===== config.mk =====
export PLATFORM = sky130hd
export DESIGN_NAME = md5_bf_host_ctrl
export DESIGN_NICKNAME = d
export VERILOG_FILES = /design/src/rtl/md5_bf_host_ctrl.sv
export SDC_FILE = /design/constraint.sdc
export NUM_CORES = 1
export LEC_CHECK = 0
export CORE_AREA = 2 2 285 287
export CTS_BUF_LIST = sky130_fd_sc_hd__clkbuf_4
export DETAILED_ROUTE_END_ITERATION = 10
export DIE_AREA = 0 0 287 289
export DONT_BUFFER_PORTS = 1
export PLACE_DENSITY_LB_ADDON = 0.1
export SYNTH_ARGS = -nofsm -noshare
export SYNTH_HDL_FRONTEND = slang
export SYNTH_SLANG_ARGS = --single-unit

===== constraint.sdc =====
create_clock -name clk -period 6.46 [get_ports clk]
set_input_delay 1.292 -clock clk [delete_from_list [all_inputs] [get_ports clk]]
set_output_delay 1.292 -clock clk [all_outputs]
set_load 0.02 [all_outputs]

===== src/rtl/md5_bf_host_ctrl.sv =====
// Host-side controller for the MD5 brute-force core: loads the target hash,
// sequences clear/run/stop, captures a match and streams its bytes out.
module md5_bf_host_ctrl #(
  parameter int unsigned TIMEOUT_W  = 32,
  parameter int unsigned CLR_CYCLES = 2
) (
  input  logic                 clk,
  input  logic                 reset_n,
  input  logic                 wr_en,
  input  logic [1:0]           wr_addr,
  input  logic [31:0]          wr_data,
  input  logic                 start,
  input  logic                 abort,
  output logic [31:0]          bf_a,
  output logic [31:0]          bf_b,
  output logic [31:0]          bf_c,
  output logic [31:0]          bf_d,
  output logic                 bf_ce,
  output logic                 bf_reset,
  input  logic                 bf_find_str,
  input  logic [511:0]         bf_result_str,
  input  logic [3:0]           bf_symb_count,
  input  logic                 bf_end,
  output logic [7:0]           out_data,
  output logic                 out_valid,
  input  logic                 out_ready,
  output logic                 out_last,
  output logic                 busy,
  output logic                 done,
  output logic                 found,
  output logic                 timeout,
  output logic [TIMEOUT_W-1:0] run_cycles
);

  typedef enum logic [2:0] {
    S_IDLE,
    S_CLEAR,
    S_RUN,
    S_CAPTURE,
    S_STREAM,
    S_DONE
  } state_t;

  localparam logic [7:0]           CLR_LAST = 8'(CLR_CYCLES - 1);
  localparam logic [TIMEOUT_W-1:0] RUN_MAX  = '1;

  state_t                 r_state;
  state_t                 w_state_nxt;
  logic [31:0]            r_hash_a, r_hash_b, r_hash_c, r_hash_d;
  logic [7:0]             r_clr_cnt;
  logic [TIMEOUT_W-1:0]   r_run_cycles;
  logic [TIMEOUT_W-1:0]   w_run_next;
  logic                   r_found;
  logic                   r_timeout;
  logic [511:0]           r_block;
  logic [3:0]             r_count;
  logic [3:0]             r_idx;
  logic [7:0]             w_byte;
  logic                   w_streaming;
  logic                   w_last;
  logic                   w_enter_clear;
  logic                   w_find;
  logic                   w_to_hit;
  logic                   w_wr_ok;

  assign w_run_next  = r_run_cycles + 1'b1;
  assign w_streaming = (r_state == S_STREAM);
  assign w_byte      = r_block[{r_idx, 3'b000} +: 8];
  assign w_last      = w_streaming && (r_idx == (r_count - 4'd1));
  assign w_wr_ok     = wr_en && ((r_state == S_IDLE) || (r_state == S_DONE));

  assign bf_a       = r_hash_a;
  assign bf_b       = r_hash_b;
  assign bf_c       = r_hash_c;
  assign bf_d       = r_hash_d;
  assign bf_ce      = (r_state == S_RUN);
  assign bf_reset   = (r_state == S_CLEAR);
  assign busy       = (r_state == S_CLEAR) || (r_state == S_RUN) ||
                      (r_state == S_CAPTURE) || (r_state == S_STREAM);
  assign done       = (r_state == S_DONE);
  assign out_valid  = w_streaming;
  assign out_last   = w_last;
  assign out_data   = w_streaming ? w_byte : '0;
  assign found      = r_found;
  assign timeout    = r_timeout;
  assign run_cycles = r_run_cycles;

  // State register.
  always_ff @(posedge clk or negedge reset_n) begin
    if (!reset_n) r_state <= S_IDLE;
    else          r_state <= w_state_nxt;
  end

  // Next-state logic; RUN exits are prioritised abort, find, end, timeout.
  always_comb begin
    w_state_nxt   = r_state;
    w_enter_clear = 1'b0;
    w_find        = 1'b0;
    w_to_hit      = 1'b0;
    case (r_state)
      S_IDLE, S_DONE: begin
        if (start) begin
          w_state_nxt   = S_CLEAR;
          w_enter_clear = 1'b1;
        end
      end
      S_CLEAR: begin
        if (r_clr_cnt == CLR_LAST) w_state_nxt = S_RUN;
      end
      S_RUN: begin
        if (abort) begin
          w_state_nxt = S_IDLE;
        end else if (bf_find_str) begin
          w_state_nxt = S_CAPTURE;
          w_find      = 1'b1;
        end else if (bf_end) begin
          w_state_nxt = S_DONE;
        end else if (w_run_next == RUN_MAX) begin
          w_state_nxt = S_DONE;
          w_to_hit    = 1'b1;
        end
      end
      S_CAPTURE: begin
        w_state_nxt = (r_count == 4'd0) ? S_DONE : S_STREAM;
      end
      S_STREAM: begin
        if (abort)                    w_state_nxt = S_DONE;
        else if (out_ready && w_last) w_state_nxt = S_DONE;
      end
      default: w_state_nxt = S_IDLE;
    endcase
  end

  // Target hash registers, writable only while the core is not in use.
  always_ff @(posedge clk or negedge reset_n) begin
    if (!reset_n) begin
      r_hash_a <= '0;
      r_hash_b <= '0;
      r_hash_c <= '0;
      r_hash_d <= '0;
    end else if (w_wr_ok) begin
      case (wr_addr)
        2'd0: r_hash_a <= wr_data;
        2'd1: r_hash_b <= wr_data;
        2'd2: r_hash_c <= wr_data;
        default: r_hash_d <= wr_data;
      endcase
    end
  end

  // Run bookkeeping, match capture and stream byte index.
  always_ff @(posedge clk or negedge reset_n) begin
    if (!reset_n) begin
      r_clr_cnt    <= '0;
      r_run_cycles <= '0;
      r_found      <= 1'b0;
      r_timeout    <= 1'b0;
      r_block      <= '0;
      r_count      <= '0;
      r_idx        <= '0;
    end else begin
      if (w_enter_clear) begin
        r_clr_cnt    <= '0;
        r_run_cycles <= '0;
        r_found      <= 1'b0;
        r_timeout    <= 1'b0;
      end
      case (r_state)
        S_CLEAR: r_clr_cnt <= r_clr_cnt + 8'd1;
        S_RUN: begin
          r_run_cycles <= w_run_next;
          if (w_find) begin
            r_block <= bf_result_str;
            r_count <= bf_symb_count;
            r_found <= 1'b1;
          end
          if (w_to_hit) r_timeout <= 1'b1;
        end
        S_CAPTURE: r_idx <= '0;
        S_STREAM: begin
          if (out_ready && !abort) r_idx <= r_idx + 4'd1;
        end
        default: ;
      endcase
    end
  end

endmodule


Word-level counts from Yosys, hierarchy flattened. Cells that the tools add are included.

Add/sub/neg operators: 4. Eq/ne operators: 15. Shift operators: 1. Muxes and demuxes: 33. Bitwise operators: 1. Reductions and logical operators: 24.

Operators with widths (count): $shiftx A512 B8 Y8 (1); $mux W32 (2); $add A32 B1 Y32 const B (1); $eq A32 B32 Y1 const B (1); $mux W3 (8); $mux W8 (3); $mux W1 (17); $pmux W3 S5 (1); $reduce_and A2 Y1 (6); $add A8 B1 Y8 const B (1); $eq A8 B1 Y1 const B (1); $pmux W4 S2 (1); $eq A3 B2 Y1 const B (2); $eq A3 B3 Y1 const B (2); $reduce_bool A2 Y1 (3); $ne A5 B2 Y1 const B (1); $add A4 B1 Y4 const B (1); $eq A4 B4 Y1 (1); $logic_and A1 B1 Y1 (4); $logic_not A4 Y1 (1); $logic_or A1 B1 Y1 (4); $mux W4 (1); $ne A2 B1 Y1 const B (2); $reduce_and A4 Y1 (1); other kinds (12) (12).

Bits in registers: 693. Input port bits: 558. Output and inout bits: 176. Logic and storage cells: 90.

Logic depth before layout (Yosys ltp). Gate-level depths: netlist of run 1.

Depth in word-level cells: 9. Mapped depth: 10. Mapped depth without buffers: 8.

Worst setup path before layout of run 1. No wires, ideal clock.

Path kind: flip-flop to output port. From: reg r_idx[0]. To: out out_data[0]. Arrival: 2289 ps. Required time: 5168 ps. Path slack: 2879 ps. Stages on the path, launching flop included: 6. Buffers on the path: 2. Path through: dfrtp_1 > clkbuf_1 > buf_2 > mux4_2 > mux4_2 > and2_1.

Word-level cells in the longest chain between the ends: 2.

RTL lines: from (decl) (RTL line 57) `logic [3:0] r_idx;`; from (signal assigned) (RTL line 181) `if (out_ready && !abort) r_idx <= r_idx + 4'd1;`; $shiftx A512 B8 Y8 (RTL line 68) `assign w_byte = r_block[{r_idx, 3'b000} +: 8];`; $mux W8 (RTL line 83) `assign out_data = w_streaming ? w_byte : '0;`; to (decl) (RTL line 24) `output logic [7:0] out_data,`.

Every way passes these cells.

Worst setup path after layout of run 1.
From: reg r_idx[1]. To: out out_data[6].

The elaborated chain is that of the path after synthesis.

==> results.json, run 1 <==
{
  "syn_inst": 996,
  "ant_nets": 0,
  "p_sw_frac": 0.380,
  "p_sw_mw": 3.05,
  "slew_headroom": 0.113,
  "ys_ff_latch": 309,
  "root_buffer": "clkbuf_4",
  "async_flop_share": 1.00,
  "layout-drive-gt1-share": 0.422,
  "p_seq_frac": 0.495,
  "power.internal_mw": 4.98,
  "synth-simple-area-share": 0.0674,
  "die_h_um": 289,
  "hold-worst-slack_ns": 0.177,
  "path_class": "reg2out",
  "area_growth_syn_to_layout_pct": 18.7,
  "fin_crit_sh": 0.728,
  "crit_path_frequent_cell": "mux4_2",
  "grt-ovfl-total": 0,
  "fin_nets": 1617,
  "max-cap-violations": 0,
  "drt_iter0_drc": 270,
  "grt_pass1_wl_mm": 69.6,
  "yosysTopAreaCellShare": 0.565,
  "setup_violations": 0,
  "r2r_start": "run_cycles[0]$_DFFE_PN0P_",
  "power_density_nw_per_um2": 495,
  "viasPerCell": 4.03,
  "muxShareOfSynthArea": 0.278,
  "startpoint_type": "flop",
  "place_ws_ns": 2.48,
  "synth_top_family_by_area": "multiplexers",
  "start_util": 0.171,
  "gp_congestion": 0.703,
  "routed_wirelength_mm": 48.5,
  "cp.arrival_ns": 3.41,
  "tns_ns": 0,
  "drt_first_pass_iters": 4,
  "cts_setup_buffers": 0,
  "synth.most_common_cell": "dfrtp_1",
  "num_rows": 104,
  "worstPathRequired_ns": 5.17,
  "wl_per_cell_um": 22.1,
  "synth-seq-area-share": 0.565,
  "synthesis.nets": 1560,
  "die_area_sq_um": 82900,
  "hpwl_mm": 33.7,
  "rr_worst_depth": 7,
  "htree_levels": 3,
  "skew_ns": 0.0975,
  "gr-usage-all-layers": 0.115,
  "cts.repair.resized": 0,
  "vias": 8851,
  "ys_top_cells_by_count": "dfrtp_1 (309), mux2_2 (258), o21ai_0 (62), mux4_2 (40), clkbuf_1 (38)",
  "critPathTopFamily": "multiplexers",
  "crit_chain": "buf_4 -> mux4_2 -> mux4_2 -> and2_1",
  "cts_tree": "yes",
  "worst_path_max_delay_cell": "dfrtp_2",
  "synth-adder-area-share": 0.00549,
  "synth_warnings": 0,
  "die_w_um": 287,
  "synth_edf_count": 0,
  "slowest_delay_ns": 0.93,
  "worstSkewPairLatency_ns": 0.85,
  "fp.coreArea_sq_um": 79900,
  "design_area_sq_um": 16200,
  "rsz0062_at_grt": "false",
  "grt_pass1_vias": 9514,
  "regToRegSetupSlack_ns": 3.21,
  "worst_slack_ns": 1.76,
  "final_util": 0.203,
  "cellLeakagePower_nw": 6.59,
  "syn_area_sq_um": 13700,
  "antenna_found_initial": 45,
  "hold_class": "in2async",
  "clock_sinks": 309,
  "ys_types": 48,
  "placed_area_sq_um": 14900,
  "numCtsBuffers": 100,
  "worstPathMaxFanout": 25,
  "worst_slew_pin_slew_ns": 1.33,
  "clkTransAtPathRegs_ns": 0.06,
  "synth.largest_area_cell": "dfrtp_1",
  "synthXorXnorAreaFrac": 0.0109,
  "p_comb_frac": 0.245,
  "p_clk_frac": 0.260,
  "drc": 0,
  "hold_violations": 0,
  "yosys-top-cells-area": "dfrtp_1 (57%), mux2_2 (21%), mux4_2 (6.6%)",
  "min_period_ns": 4.70,
  "end_kind": "output pin",
  "r2r-end": "r_state[0]$_DFFE_PN0P_",
  "outcome": "completed",
  "syn_avg_cell_area_sq_um": 13.7,
  "peakVddDrop_mv": 0.240,
  "crit_buf_inv": 1,
  "synth_compound_area_frac": 0.0510,
  "max_freq_mhz": 213,
  "ioPinCount": 734,
  "port_buffers": 0,
  "synth-main-ff-cell": "dfrtp_1",
  "clk_path_buf_depth": 3,
  "cts_hold_buf": 3,
  "n_fill_cell": 8696,
  "report.final.slew_viol_count": 0,
  "grt_max_degree": 306
}
## registers in the layout, summed over array words and instances, names as in the netlist, 3 cells and up
| register | cells |
|---|---|
| r_block | 128 |
| r_count | 4 |
| r_state | 3 |
| r_clr_cnt | 8 |
| bf_a | 32 |
| bf_c | 32 |
| r_idx | 4 |
| bf_b | 32 |
| bf_d | 32 |
| run_cycles | 32 |
## worst max path at each step
stage,start,end,depth (start not counted)
final,r_idx[1]$_DFFE_PN0P_,out_data[6],4
after global routing,r_idx[1]$_DFFE_PN0P_,out_data[6],4
after floorplan,r_idx[0]$_DFFE_PN0P_,out_data[0],5
after global placement,r_idx[1]$_DFFE_PN0P_,out_data[6],4
after detailed placement,r_idx[1]$_DFFE_PN0P_,out_data[6],4
after CTS,r_idx[1]$_DFFE_PN0P_,out_data[6],4
## cell type report
cell class                 instances  area (sq um)  area share
multi-input combinational        614          5660       0.349
clock buffer                     147          1100      0.0680
clock inverter                    29           191      0.0118
sequential                       309          7730       0.476
timing repair buffer              14           138     0.00848
tap                             1060          1330      0.0817
antenna                           10          25.0     0.00154
inverter                          14          52.6     0.00324
## stage by stage
stage | power [mW] | cells
2_1_floorplan | 5.17 | 996
3_3_place_gp | 6.05 | 2008
3_5_place_dp | 6.06 | 2008
4_1_cts | 8.27 | 2187
5_1_grt | 8.62 | 2188
6_report | 8.03 | 2197
## routing by layer
metal  GRT usage  share of wire  wire length (um)  vias up
met3      0.0706           0.13              6240      124
met4      0.0378          0.021              1030       48
met2       0.160           0.41             19900      387
met5           0         0.0070               338        -
li1            -              -                 -     3876
met1       0.146           0.43             21000     4416
## power groups by stage
stage          clock, mW  sequential (mW)  combinational, mW
2_1_floorplan          0             3.64               1.53
3_3_place_gp           0             4.06               1.99
5_1_grt             2.33             4.11               2.18
6_report            2.08             3.98               1.97
3_5_place_dp           0             4.04               2.02
4_1_cts             2.23             4.01               2.03
## cells in the final DEF (no fill, tap or decap), types with 16 or more instances in the layout
cell | synthesis | layout
nand4_1 | 17 | 17
nand2_1 | 35 | 35
clkinv_1 | 0 | 20
clkbuf_4 | 0 | 147
mux2_2 | 258 | 258
dfrtp_1 | 309 | 307
a21oi_1 | 16 | 16
nand3_1 | 29 | 29
o21ai_0 | 62 | 62
nor2_1 | 33 | 32
mux4_2 | 40 | 40
## cell families (layout without fill, tap and decap cells)
| group | after synthesis | after routing |
|---|---|---|
| AO/OA/AOI/OAI | 119 | 119 |
| XOR/XNOR | 17 | 17 |
| adder cells (fa/ha/maj) | 6 | 6 |
| buffers and inverters | 73 | 204 |
| flip-flops | 309 | 309 |
| multiplexers | 298 | 298 |
| other | 0 | 10 |
| AND/OR/NAND/NOR | 174 | 174 |
Note: power is estimated with default switching activity, not from simulation.
==> inputs of run 2 (changes only) <==
==> constraint.sdc (replaced) <==
create_clock -name clk -period 4.5 [get_ports clk]
set_input_delay 0.9 -clock clk [delete_from_list [all_inputs] [get_ports clk]]
set_output_delay 0.9 -clock clk [all_outputs]
set_load 0.02 [all_outputs]
==> run 2 against run 1 <==
  * The flow now finishes with violations (hold timing)
  * Hold slack worse by 0.40 ns
  * Combinational power up 44%
  * Clock power grew 41%
  * Sequential cell count unchanged
  * Register-to-register slack worse by 1.9 ns
  * Worst setup slack got worse by 1.4 ns
  * Sequential share of layout area fell by 0.081 points
  * Via count grew 0.53%
  * Non-clock buffer count rose by 6
  * Largest power group unchanged
  * Highest routed layer unchanged
==> results.json, run 2 (synthesis results as in run 1) <==
{
  "crit_chain": "buf_12 -> mux4_2 -> mux4_2 -> and2_1",
  "root_buffer": "clkbuf_4",
  "start_util": 0.171,
  "largest_reg_flops": 128,
  "worstPathRequired_ns": 3.60,
  "area_growth_syn_to_layout_pct": 18.9,
  "final_cell_mix": "dfrtp_1 (307), mux2_2 (258), clkbuf_4 (150)",
  "p_sw_frac": 0.383,
  "report.final.slew_viol_count": 0,
  "grt-ovfl-total": 0,
  "hold_violations": 309,
  "numCtsBuffers": 101,
  "worstSkewPairLatency_ns": 0.84,
  "htree_levels": 3,
  "die_h_um": 289,
  "power.internal_mw": 7.08,
  "startpoint_type": "flop",
  "clk_path_buf_depth": 3,
  "tns_ns": 0,
  "ant_nets": 0,
  "vias": 8898,
  "clock_sinks": 309,
  "drt_first_pass_iters": 4,
  "gp_congestion": 0.707,
  "registers.top_by_ff_count": "r_block",
  "design_area_sq_um": 16300,
  "grt_pass1_wl_mm": 69.7,
  "port_buffers": 0,
  "min_period_ns": 4.15,
  "setup_violations": 0,
  "p_clk_frac": 0.255,
  "fin_nets": 1624,
  "placed_area_sq_um": 15000,
  "cellLeakagePower_nw": 6.62,
  "grt_max_degree": 310,
  "fp.coreArea_sq_um": 79900,
  "max-cap-violations": 0,
  "rsz0062_at_grt": "false",
  "routed_wirelength_mm": 48.5,
  "viasPerCell": 4.03,
  "end_kind": "output pin",
  "final_common_cell": "dfrtp_1",
  "layout-drive-gt1-share": 0.430,
  "drc": 0,
  "antenna_found_initial": 39,
  "power_density_nw_per_um2": 706,
  "worstPathMaxFanout": 22,
  "crit_path_frequent_cell": "mux4_2",
  "slew_headroom": 0.450,
  "max_freq_mhz": 241,
  "peakVddDrop_mv": 0.277,
  "p_sw_mw": 4.40,
  "wl_per_cell_um": 22.0,
  "num_rows": 104,
  "gr-usage-all-layers": 0.116,
  "worst_path_max_delay_cell": "mux4_2",
  "die_area_sq_um": 82900,
  "path_class": "reg2out",
  "hold_class": "in2async",
  "hold-worst-slack_ns": -0.228,
  "outcome": "finished, violations left",
  "grt_pass1_vias": 9500,
  "die_w_um": 287,
  "n_fill_cell": 8719,
  "slowest_delay_ns": 0.62,
  "hpwl_mm": 34.1,
  "cts_tree": "yes",
  "p_seq_frac": 0.498,
  "skew_ns": 0.0641,
  "worst_slew_pin_slew_ns": 0.824,
  "clkTransAtPathRegs_ns": 0.07,
  "cp.arrival_ns": 3.25,
  "drt_iter0_drc": 287,
  "fin_crit_sh": 0.922,
  "p_comb_frac": 0.247,
  "ioPinCount": 734,
  "violations": "hold timing"
}
## run 2: power by group through the flow
stage,Clock (mW),Combinational (mW),Sequential (mW)
after floorplan,0,2.19,5.23
after global placement,0,2.88,5.82
after detailed placement,0,2.92,5.81
after CTS,3.14,2.93,5.77
after global routing,3.27,3.14,5.90
final,2.93,2.84,5.72
## run 2: per-layer routing
metal | share of wire | global-route usage
met1 | 0.43 | 0.146
met2 | 0.41 | 0.159
met3 | 0.13 | 0.0727
met4 | 0.026 | 0.0384
met5 | 0.0062 | 0
## run 2: cell type report
cell class | count | area (sq um) | area share
clock buffers | 150 | 1130 | 0.0693
clock inverters | 28 | 139 | 0.00854
repair buffers | 20 | 188 | 0.0115
diodes | 14 | 35.0 | 0.00215
well taps | 1060 | 1330 | 0.0816
multi-input cells | 614 | 5660 | 0.348
inverters | 14 | 52.6 | 0.00323
flip-flops and latches | 309 | 7730 | 0.476
## run 2: final timing paths
path / cells past startpoint / endpoint / slack, ns / from
setup / recovery: 4 / out_data[5] / 0.35 / r_idx[0]$_DFFE_PN0P_
hold / removal: 0 / run_cycles[18]$_DFFE_PN0P_ / -0.23 / reset_n
setup reg to reg: 7 / timeout$_DFF_PN0_ / 1.32 / run_cycles[0]$_DFFE_PN0P_
hold reg to reg: 1 / r_block[90]$_DFFE_PN0P_ / 0.50 / r_block[90]$_DFFE_PN0P_
max in group asynchronous: 0 / bf_b[24]$_DFFE_PN0P_ / 4.10 / reset_n
min in group clk: 2 / r_count[0]$_DFFE_PN0P_ / 0.19 / bf_symb_count[0]
## run 2: critical path: cells and delay by family (launching register included)
kind | cells | cell delay (ns)
DFF | 1 | 0.60
muxes | 2 | 1.21
and+or+nand+nor | 1 | 0.28
buffers and inverters | 1 | 0.27
## run 2: repair_timing
action,4_1_cts,5_1_grt
buffers inserted,0,0
setup endpoints to repair,0,0
resized for setup,0,0
endpoints found under the hold margin,309,309
## run 2: metrics by stage
step	hold slack, ns	total power, mW	utilization	instances	setup slack, ns
final	-0.228	11.5	0.204	2209	0.350
after global routing	-0.364	12.3	0.203	2197	0.0881
after CTS	-0.399	11.8	0.203	2195	0.0753
after detailed placement	0.491	8.73	0.187	2017	1.09
after global placement	0.484	8.71	0.187	2017	1.08
after floorplan	0.453	7.42	-	996	1.31
==> inputs of run 3 (changes only) <==
--- a/config.mk
+++ b/config.mk
@@ -11,6 +11,7 @@
 export DIE_AREA = 0 0 287 289
 export DONT_BUFFER_PORTS = 1
 export PLACE_DENSITY_LB_ADDON = 0.1
+export RECOVER_POWER = 50
 export SYNTH_ARGS = -nofsm -noshare
 export SYNTH_HDL_FRONTEND = slang
 export SYNTH_SLANG_ARGS = --single-unit
==> run 3 against run 2 <==
  * The run still ends with hold timing left
  * Die area is the same
  * Combinational power hardly changed
  * Critical path depth stayed put
  * Clock skew is essentially flat
  * Sequential cell count did not move
  * Clock power barely moved
  * Fmax decreased by 0.23%
  * Power down 0.27%
  * Critical path type unchanged
==> results.json, run 3 (synthesis results as in run 1) <==
{
  "outcome": "finished, violations left",
  "violations": "hold timing",
  "rr_worst_depth": 7,
  "gr-usage-all-layers": 0.116,
  "grt-ovfl-total": 0,
  "die_w_um": 287,
  "report.final.slew_viol_count": 0,
  "worst_slew_pin_slew_ns": 1.41,
  "max_freq_mhz": 240,
  "htree_levels": 3,
  "met1_usage": 0.146,
  "min_period_ns": 4.16,
  "tns_ns": 0,
  "worstPathMaxFanout": 22,
  "clk_path_buf_depth": 3,
  "hold-worst-slack_ns": -0.225,
  "worstSkewPairLatency_ns": 0.84,
  "place_ws_ns": 1.09,
  "cts_setup_buffers": 0,
  "clock_sinks": 309,
  "registers.top_by_ff_count": "r_block",
  "gp_congestion": 0.707,
  "skew_ns": 0.0640,
  "grt_pass1_wl_mm": 69.7,
  "layout-drive-gt1-share": 0.425,
  "viasPerCell": 4.04,
  "worstSetupEndpoint": "out_data[5]",
  "met3_usage": 0.0727,
  "r2r_start": "run_cycles[0]$_DFFE_PN0P_",
  "setup_violations": 0,
  "wl_per_cell_um": 22.0,
  "hpwl_mm": 34.1,
  "ant_nets": 0,
  "final_util": 0.203,
  "fin_nets": 1624,
  "largest_reg_flops": 128,
  "path_class": "reg2out",
  "startpoint_type": "flop",
  "root_buffer": "clkbuf_4",
  "cts_tree": "yes",
  "die_area_sq_um": 82900,
  "num_rows": 104,
  "ioPinCount": 734,
  "numCtsBuffers": 101,
  "grt_max_degree": 310,
  "vias": 8921,
  "cellLeakagePower_nw": 6.60,
  "r2r-end": "timeout$_DFF_PN0_",
  "fp.coreArea_sq_um": 79900,
  "routed_wirelength_mm": 48.5,
  "regToRegSetupSlack_ns": 1.33,
  "multi_input_area_sq_um": 5650,
  "die_h_um": 289,
  "clkTransAtPathRegs_ns": 0.06,
  "crit_chain": "buf_12 -> mux4_2 -> mux4_2 -> and2_1",
  "start_util": 0.171,
  "final_cell_mix": "dfrtp_1 (307), mux2_2 (258), clkbuf_4 (150)",
  "crit_path_start": "r_idx[0]$_DFFE_PN0P_",
  "peakVddDrop_mv": 0.276,
  "use_met2": 0.159,
  "area.sequential_sq_um": 7730,
  "busiest_layer": "met2",
  "cp.arrival_ns": 3.26,
  "crit_path_frequent_cell": "mux4_2",
  "power_density_nw_per_um2": 705,
  "worstPathRequired_ns": 3.60,
  "area_growth_syn_to_layout_pct": 18.7,
  "slowest_delay_ns": 0.62,
  "slew_headroom": 0.0605,
  "drc": 0,
  "max-cap-violations": 0,
  "worst_path_max_delay_cell": "mux4_2",
  "drt_first_pass_iters": 4,
  "port_buffers": 0,
  "end_kind": "output pin",
  "n_fill_cell": 8724,
  "rsz0062_at_grt": "false",
  "final_common_cell": "dfrtp_1",
  "cts.repair.resized": 0,
  "grt_pass1_vias": 9500,
  "fin_crit_sh": 0.924,
  "antenna_found_initial": 39,
  "worst_slack_ns": 0.340,
  "hold_class": "in2async",
  "drt_iter0_drc": 286,
  "hold_violations": 309
}
==> run 3: changes by cell type in the layout (fill, tap and decap cells not counted) <==
cell	change
buf_4	-5
clkbuf_1	+5
nor3_1	+1
diode_2	-1
nor3_2	-1
==> run 3: report_power, final <==
group          internal [mW]  total (mW)  switching, mW  leakage, nW
registers               3.97        5.72           1.74         3.86
clock network           1.52        2.92           1.40        0.754
logic                   1.58        2.81           1.23         1.98
==> run 3: layout make-up <==
| cell class | count | share of cell area |
|---|---|---|
| Clock buffer | 150 | 0.0694 |
| Multi-Input combinational cell | 614 | 0.348 |
| Timing Repair Buffer | 20 | 0.0104 |
| Inverter | 14 | 0.00324 |
| Clock inverter | 28 | 0.00855 |
| Sequential cell | 309 | 0.476 |
| Tap cell | 1060 | 0.0817 |
| Antenna cell | 13 | 0.00200 |
==> run 3: metrics by stage <==
stage | cell area [sq um] | std cells | total power [mW]
floorplan | 13700 | 996 | 7.42
global placement | 15000 | 2017 | 8.71
detailed placement | 15000 | 2017 | 8.73
CTS | 16200 | 2195 | 11.8
global route | 16200 | 2197 | 12.3
finish | 16200 | 2208 | 11.5
==> run 3: worst min path at each step <==
stage                             start                          to  slack, ns
2_1_floorplan  r_clr_cnt[7]$_DFFE_PN0P_    r_clr_cnt[7]$_DFFE_PN0P_       0.45
3_3_place_gp   r_block[115]$_DFFE_PN0P_    r_block[115]$_DFFE_PN0P_       0.48
3_5_place_dp    r_block[90]$_DFFE_PN0P_     r_block[90]$_DFFE_PN0P_       0.49
4_1_cts                         reset_n  run_cycles[18]$_DFFE_PN0P_      -0.40
5_1_grt                         reset_n  run_cycles[18]$_DFFE_PN0P_      -0.36
6_report                        reset_n      r_count[0]$_DFFE_PN0P_      -0.23
==> run 3: routing by layer <==
metal / routed length [um] / up-vias
li1: - / 3902
met4: 1270 / 48
met3: 6480 / 140
met2: 19900 / 362
met1: 20500 / 4469
met5: 303 / -
==> run 3: worst max-delay path, delay by kind of cell, from the launching register on <==
kind	cells	cell delay (ns)
AND/OR/NAND/NOR	1	0.29
buffers and inverters	1	0.27
multiplexers	2	1.22
flip-flops	1	0.61
